===== src/rtl/cpu_clk_ctrl.sv =====
// CPU clock-enable controller.
// Generates a one-cycle clock-enable pulse for a CPU pipeline in one of three
// modes: HALT (no pulses), RUN (one pulse every div_q clkin cycles) and STEP
// (one pulse per debounced press of a bouncing push-button). A free-running
// counter reports how many enable pulses have been issued since reset.
module cpu_clk_ctrl #(
  parameter int DIV_W      = 28,
  parameter int DEB_CYCLES = 16,
  parameter int CNT_W      = 32
) (
  input  logic             clkin,
  input  logic             rst_n,
  input  logic [1:0]       mode,
  input  logic [DIV_W-1:0] div,
  input  logic             step_btn,
  output logic             cpu_ce,
  output logic [1:0]       state_o,
  output logic [CNT_W-1:0] ce_count
);

  localparam logic [1:0] ST_HALT = 2'b00;
  localparam logic [1:0] ST_RUN  = 2'b01;
  localparam logic [1:0] ST_STEP = 2'b10;

  // Wide enough to hold the value DEB_CYCLES itself.
  localparam int DEB_W = $clog2(DEB_CYCLES + 1);

  logic [1:0]       state_q,    state_d;
  logic [DIV_W-1:0] div_q,      div_d;
  logic [DIV_W-1:0] phase_q,    phase_d;
  logic             cpu_ce_q,   cpu_ce_d;
  logic [CNT_W-1:0] ce_count_q, ce_count_d;

  logic             sync1_q, sync2_q;
  logic             deb_level_q, deb_level_d;
  logic [DEB_W-1:0] deb_cnt_q,   deb_cnt_d;
  logic             deb_prev_q;

  logic             run_stay;
  logic             run_entry;
  logic             period_end;
  logic             deb_rise;
  logic             step_fire;
  logic [DIV_W-1:0] div_eff;

  // Next-state decode: the requested mode takes effect on the next edge;
  // the unused encoding 11 falls back to HALT.
  always_comb begin
    // NOTE: every combinational output gets a default first so no path
    // through the block leaves it unassigned, which would infer a latch.
    state_d = ST_HALT;
    case (mode)
      2'b01:   state_d = ST_RUN;
      2'b10:   state_d = ST_STEP;
      default: state_d = ST_HALT;
    endcase
  end

  assign run_stay   = (state_q == ST_RUN) && (state_d == ST_RUN);
  assign run_entry  = (state_q != ST_RUN) && (state_d == ST_RUN);
  assign period_end = (phase_q == (div_q - DIV_W'(1)));

  // A divisor of 0 would mean "never"; treat it like 1 (enable every cycle).
  assign div_eff = (div == '0) ? DIV_W'(1) : div;

  // Divisor latch and phase counter. The phase counter only advances while
  // RUN persists; entering or leaving RUN restarts it at 0, so a partial
  // period never produces a pulse.
  always_comb begin
    div_d   = div_q;
    phase_d = '0;
    if (run_entry) begin
      div_d = div_eff;
    end
    if (run_stay) begin
      phase_d = period_end ? '0 : (phase_q + DIV_W'(1));
    end
  end

  // Debounce: the accepted level follows the synchronized button only after
  // it has disagreed for DEB_CYCLES consecutive cycles; any agreement
  // restarts the count. Runs regardless of FSM state.
  always_comb begin
    deb_level_d = deb_level_q;
    deb_cnt_d   = '0;
    if (sync2_q != deb_level_q) begin
      if ((deb_cnt_q + DEB_W'(1)) == DEB_W'(DEB_CYCLES)) begin
        deb_level_d = sync2_q;
        deb_cnt_d   = '0;
      end else begin
        deb_cnt_d = deb_cnt_q + DEB_W'(1);
      end
    end
  end

  // A debounced rising edge fires only if STEP is both current and next;
  // edges seen in HALT/RUN, or on a STEP->RUN change, are dropped.
  assign deb_rise  = deb_level_q && !deb_prev_q;
  assign step_fire = deb_rise && (state_q == ST_STEP) && (state_d == ST_STEP);

  // Enable pulse and issued-pulse counter (wraps naturally at all-ones).
  always_comb begin
    cpu_ce_d   = (run_stay && period_end) || step_fire;
    ce_count_d = cpu_ce_d ? (ce_count_q + CNT_W'(1)) : ce_count_q;
  end

  // State registers; reset forces everything to its idle value at once.
  always_ff @(posedge clkin or negedge rst_n) begin
    if (!rst_n) begin
      state_q     <= ST_HALT;
      div_q       <= DIV_W'(1);
      phase_q     <= '0;
      cpu_ce_q    <= 1'b0;
      ce_count_q  <= '0;
      sync1_q     <= 1'b0;
      sync2_q     <= 1'b0;
      deb_level_q <= 1'b0;
      deb_cnt_q   <= '0;
      deb_prev_q  <= 1'b0;
    end else begin
      // NOTE: non-blocking assignments make every flop sample the pre-edge
      // values, so the two synchronizer stages really are two stages.
      state_q     <= state_d;
      div_q       <= div_d;
      phase_q     <= phase_d;
      cpu_ce_q    <= cpu_ce_d;
      ce_count_q  <= ce_count_d;
      sync1_q     <= step_btn;
      sync2_q     <= sync1_q;
      deb_level_q <= deb_level_d;
      deb_cnt_q   <= deb_cnt_d;
      deb_prev_q  <= deb_level_q;
    end
  end

  assign cpu_ce   = cpu_ce_q;
  assign state_o  = state_q;
  assign ce_count = ce_count_q;

endmodule


===== config.mk =====
export PLATFORM = sky130hd
export DESIGN_NAME = cpu_clk_ctrl
export DESIGN_NICKNAME = d
export VERILOG_FILES = /design/src/rtl/cpu_clk_ctrl.sv
export SDC_FILE = /design/constraint.sdc
export NUM_CORES = 1
export LEC_CHECK = 0
export BUFFER_PORTS_ARGS = -buffer_cell sky130_fd_sc_hd__buf_2
export CORE_MARGIN = 2
export CORE_UTILIZATION = 51
export DETAILED_ROUTE_END_ITERATION = 10
export PLACE_DENSITY = 0.74
export SLEW_MARGIN = 20
export SYNTH_ARGS = -nofsm -noshare
export SYNTH_HDL_FRONTEND = slang
export SYNTH_SLANG_ARGS = --single-unit

===== constraint.sdc =====
create_clock -name clkin -period 3.5 [get_ports clkin]
set_input_delay 0 -clock clkin [delete_from_list [all_inputs] [get_ports clkin]]
set_output_delay 0 -clock clkin [all_outputs]
set_load 0.02 [all_outputs]

* Word-level counts from Yosys, hierarchy flattened
Cells that the tools add are included.
Storage, ports and cells: bits of input ports 33, register bits 100, logic and storage cells 40, output and inout bits 35
Cells by class: add/subtract/negate cells 4, mux-type cells 6, equal/unequal tests 10, reduce and logical (&&, ||, !) cells 10
Operators with widths (count):
- $mux W28 | 3
- $add A32 B1 Y32 const B | 1
- $add A28 B1 Y28 const B | 1
- $eq A28 B28 Y1 | 1
- $logic_not A28 Y1 | 1
- $sub A28 B1 Y28 const B | 1
- $mux W5 | 2
- $eq A2 B1 Y1 const B | 3
- $eq A2 B2 Y1 const B | 3
- $logic_and A1 B1 Y1 | 6
- $add A5 B1 Y5 const B | 1
- $eq A5 B5 Y1 const B | 1
- $pmux W2 S2 | 1
- $ne A2 B1 Y1 const B | 1
- $reduce_and A2 Y1 | 1
- $logic_not A1 Y1 | 1
- $logic_or A1 B1 Y1 | 1
- $ne A1 B1 Y1 | 1

* Longest topological paths before layout
depth after elaboration 6, depth in mapped cells 11, depth with buffers taken out 10

* Worst setup path after synthesis
Ideal clock, no wire load.
path type register to register, from register div_q[1], to register ce_count_q[28] (netlist: ce_count[28]), data required time 3.420 ns, library setup time 0.080 ns, setup slack 0.248 ns, buffers on the path 1, clock period less this slack 3.252 ns, data arrival time 3.173 ns, cell stages (with the launch flop) 12, cell sequence dfrtp_1 > inv_1 > ha_1 > or3b_2 > or4_4 > nor4_1 > a31oi_1 > nor4_2 > nand3_2 > buf_6 > a2111oi_2 > xor2_1
On the way: cells in the longest elaborated chain, start to end 4
Ends and longest elaborated chain:
- from (decl) | line 29 | logic [DIV_W-1:0] div_q, div_d;
- from (signal assigned) | line 124 | div_q <= div_d;
- $sub A28 B1 Y28 | line 61 | assign period_end = (phase_q == (div_q - DIV_W'(1)));
- $eq A28 B28 Y1 | line 61
- $logic_and A1 B1 Y1 | line 103 | cpu_ce_d = (run_stay && period_end) || step_fire;
- $logic_or A1 B1 Y1 | line 103
- to (signal assigned) | line 127 | ce_count_q <= ce_count_d;
- to (decl) | line 32 | logic [CNT_W-1:0] ce_count_q, ce_count_d;
Every way passes these cells. A chain may end at the register's enable or synchronous reset.

* Worst setup path in the final report
from register div_q[1], to register ce_count_q[15] (netlist: ce_count[15])
The elaborated chain is that of the path after synthesis.

==> flow_metrics.py <==
metrics = {
    "sta": {
        "max_slew_margin": 0.493,
        "fmax_ghz": 0.288,
        "skew_ns": 0.0149,
        "hold_viol": 0,
        "final-setup-viol-count": 0,
        "slew_viol_final": 0,
        "post-route-period-util": 0.993,
        "worstMarginPinSlew_ns": 0.761,
        "period_minus_slack_ns": 3.48,
        "setup_ws_ns": 0.0247,
    },
    "clock_tree": {
        "cts.path.max_buffers": 2,
        "cts_max_level": 3,
        "cts_tree": "built",
        "worst_skew_pair.late_latency_ns": 0.39,
        "numCtsBuffers": 9,
        "path_clk_slew_ns": 0.10,
        "ctsRootBufferMaster": "clkbuf_8",
        "cts.sinks": 100,
    },
    "yosys": {
        "synth-xor-area-share": 0.149,
        "synth-compound-area-share": 0.102,
        "netlist_instances": 553,
        "ys_warn_count": 0,
        "synth-simple-area-share": 0.211,
        "synth_common_cells": "99 x dfrtp_1, 61 x xor2_1, 49 x nor2_1, 34 x xnor2_1, 32 x nand2_1",
        "avgSynthCellArea_um2": 10.1,
        "synth_fa_ha_area_frac": 0.0112,
        "synth_top_flop_cell": "dfrtp_1",
        "synth_area_leaders": "dfrtp_1 44%, xor2_1 9.5%, xnor2_1 5.3%",
        "synth_top_area_cell": "dfrtp_1",
        "syn_area_um2": 5600,
        "syn_nets": 591,
        "synth.most_common_cell": "dfrtp_1",
        "synth_top_area_share": 0.443,
        "ys_ff_latch": 100,
        "synthDistinctLibCells": 55,
        "synth_mux_area_frac": 0.0521,
        "ys_seq_area_frac": 0.447,
        "synthArstFlopShare": 1.00,
        "synth_top_family_by_area": "simple AND/OR/NAND/NOR gates",
        "synth_edf_count": 0,
    },
    "placed_design": {
        "place_congestion": 0.921,
        "postPlaceCellArea_um2": 6200,
        "preCtsSetupSlack_ns": -0.0533,
        "hpwl_um": 9620,
        "port_buffers": 67,
    },
    "route": {
        "ant_nets": 0,
        "wire_per_inst_um": 17.9,
        "drt_iter0_markers": 265,
        "first_pass_iters": 7,
        "drc": 0,
        "vias": 4844,
        "finalWirelength_um": 14700,
        "avgViaCountPerCell": 5.89,
    },
    "cells_and_area": {
        "fin_area_um2": 7060,
        "layout-drive-gt1-share": 0.256,
        "fin_nets": 716,
        "area_growth_pct": 26.2,
        "n_antenna_cell": 0,
        "fillers": 814,
    },
    "die": {
        "rows": 38,
        "die_x_um": 109,
        "core-area_um2": 10800,
        "die_area_um2": 11800,
        "die_h_um": 109,
        "boundaryPins": 68,
        "start_util": 0.519,
    },
    "setup_path": {
        "worstRegToRegCells": 13,
        "start_kind": "flop",
        "crit_arrival_ns": 3.75,
        "critical_path.startpoint": "div_q[1]$_DFFE_PN0P_",
        "r2r-start": "div_q[1]$_DFFE_PN0P_",
        "crit_type": "flop to flop",
        "crit_path_end_kind": "flop",
        "critPathRequiredTime_ns": 3.78,
        "worstPathMaxFanout": 10,
    },
    "global_routing": {
        "grt_pass1_wl_um": 23000,
        "overflow": 0,
        "grt_max_degree": 84,
        "grt_pass1_vias": 4689,
        "track_usage": 0.249,
        "antenna_found_initial": 0,
    },
    "pwr": {
        "peakVddDrop_mv": 0.323,
        "p_per_area_nw_per_um2": 368,
        "leakagePower_nw": 3.13,
    },
    "job": {
        "drv_cap": 0,
    },
    "outcome": {
        "status": "complete, no violations",
    },
    "worst_hold_path": {
        "hp-class": "input port to async pin",
    },
}
routing by layer:
metal,share of wire,up-vias,global-route usage
met2,0.49,182,0.405
met1,0.41,2360,0.327
met3,0.064,41,0.0616
met5,0,-,0
li1,-,2261,-
met4,0.030,0,0.0842
cell usage in the layout, fill, tap and decap left out, types with 19 or more instances in the layout:
| cell | synthesis | final |
|---|---|---|
| nand3_1 | 28 | 28 |
| nand2_1 | 32 | 31 |
| mux2_2 | 25 | 25 |
| nor2_1 | 49 | 49 |
| buf_4 | 0 | 30 |
| xnor2_1 | 34 | 34 |
| nor4_1 | 22 | 19 |
| dlygate4sd3_1 | 0 | 33 |
| xor2_1 | 61 | 61 |
| dfrtp_1 | 99 | 96 |
| buf_2 | 0 | 66 |
stage by stage:
stage          setup TNS, ns   util  total power, mW  cells  hold slack (ns)
6_report                   0  0.654             2.60    823            0.226
5_1_grt               -0.722  0.654             2.73    823            0.249
4_1_cts                    0  0.628             2.56    810            0.239
3_5_place_dp          -0.130  0.574             1.72    761            0.112
3_3_place_gp               0  0.574             1.71    761            0.112
2_1_floorplan              0      -             1.56    553           -0.296
cells by family (layout without fill, tap and decap cells):
kind of cell | count (synthesis) | after routing
buf+inv | 37 | 166
simple gates | 219 | 220
mux | 26 | 26
compound gates | 71 | 71
xor+xnor | 95 | 95
flops | 100 | 100
fa+ha+maj | 5 | 5
worst max-delay path, cell delays in order (launching register included):
cell,delay [ns]
dfrtp_1,0.43
inv_2,0.09
ha_4,0.13
or3b_4,0.37
or4_4,0.60
or4_1,0.57
o211ai_1,0.19
nor4_4,0.09
buf_4,0.17
nand3_4,0.13
buf_4,0.15
clkbuf_16,0.14
a21boi_0,0.10
xor2_1,0.19
registers in the layout (all words and copies together) (netlist names):
signal / count
sync2_q: 1
ce_count: 32
phase_q: 28
state_o: 2
cpu_ce: 1
div_q: 28
deb_prev_q: 1
deb_level_q: 1
deb_cnt_q: 5
sync1_q: 1
what timing repair did:
item,4_1_cts,5_1_grt
hold buffers,33,0
endpoints found under the setup margin,6,23
gates cloned,0,3
hold endpoints to repair,112,0
setup buffers,0,10
resized for setup,2,33
pin swaps,2,15
layout make-up:
type / count / area [um2] / share of cell area
Multi-Input combinational cell: 417 / 3110 / 0.441
Sequential cell: 100 / 2510 / 0.355
Timing Repair Buffer: 134 / 987 / 0.140
Tap cell: 140 / 175 / 0.0248
Clock buffer: 10 / 138 / 0.0195
Clock inverter: 6 / 83.8 / 0.0119
Inverter: 16 / 60.1 / 0.00850
power by group:
group          switching [mW]  total (mW)  internal (mW)
registers              0.0906        1.31           1.22
logic                   0.246       0.485          0.239
clock network           0.442       0.807          0.365
total                   0.779        2.60           1.82
worst paths after layout:
path / end / slack, ns
hold / removal: div_q[14]$_DFFE_PN0P_ / 0.23
setup / recovery: ce_count[15]$_DFFE_PN0P_ / 0.02
hold reg to reg: sync2_q$_DFF_PN0_ / 0.37
min in group clkin: sync1_q$_DFF_PN0_ / 0.27
max in group asynchronous: ce_count[8]$_DFFE_PN0P_ / 2.53
setup reg to reg: ce_count[15]$_DFFE_PN0P_ / 0.02
No activity file was read; power rests on OpenSTA's default activity.
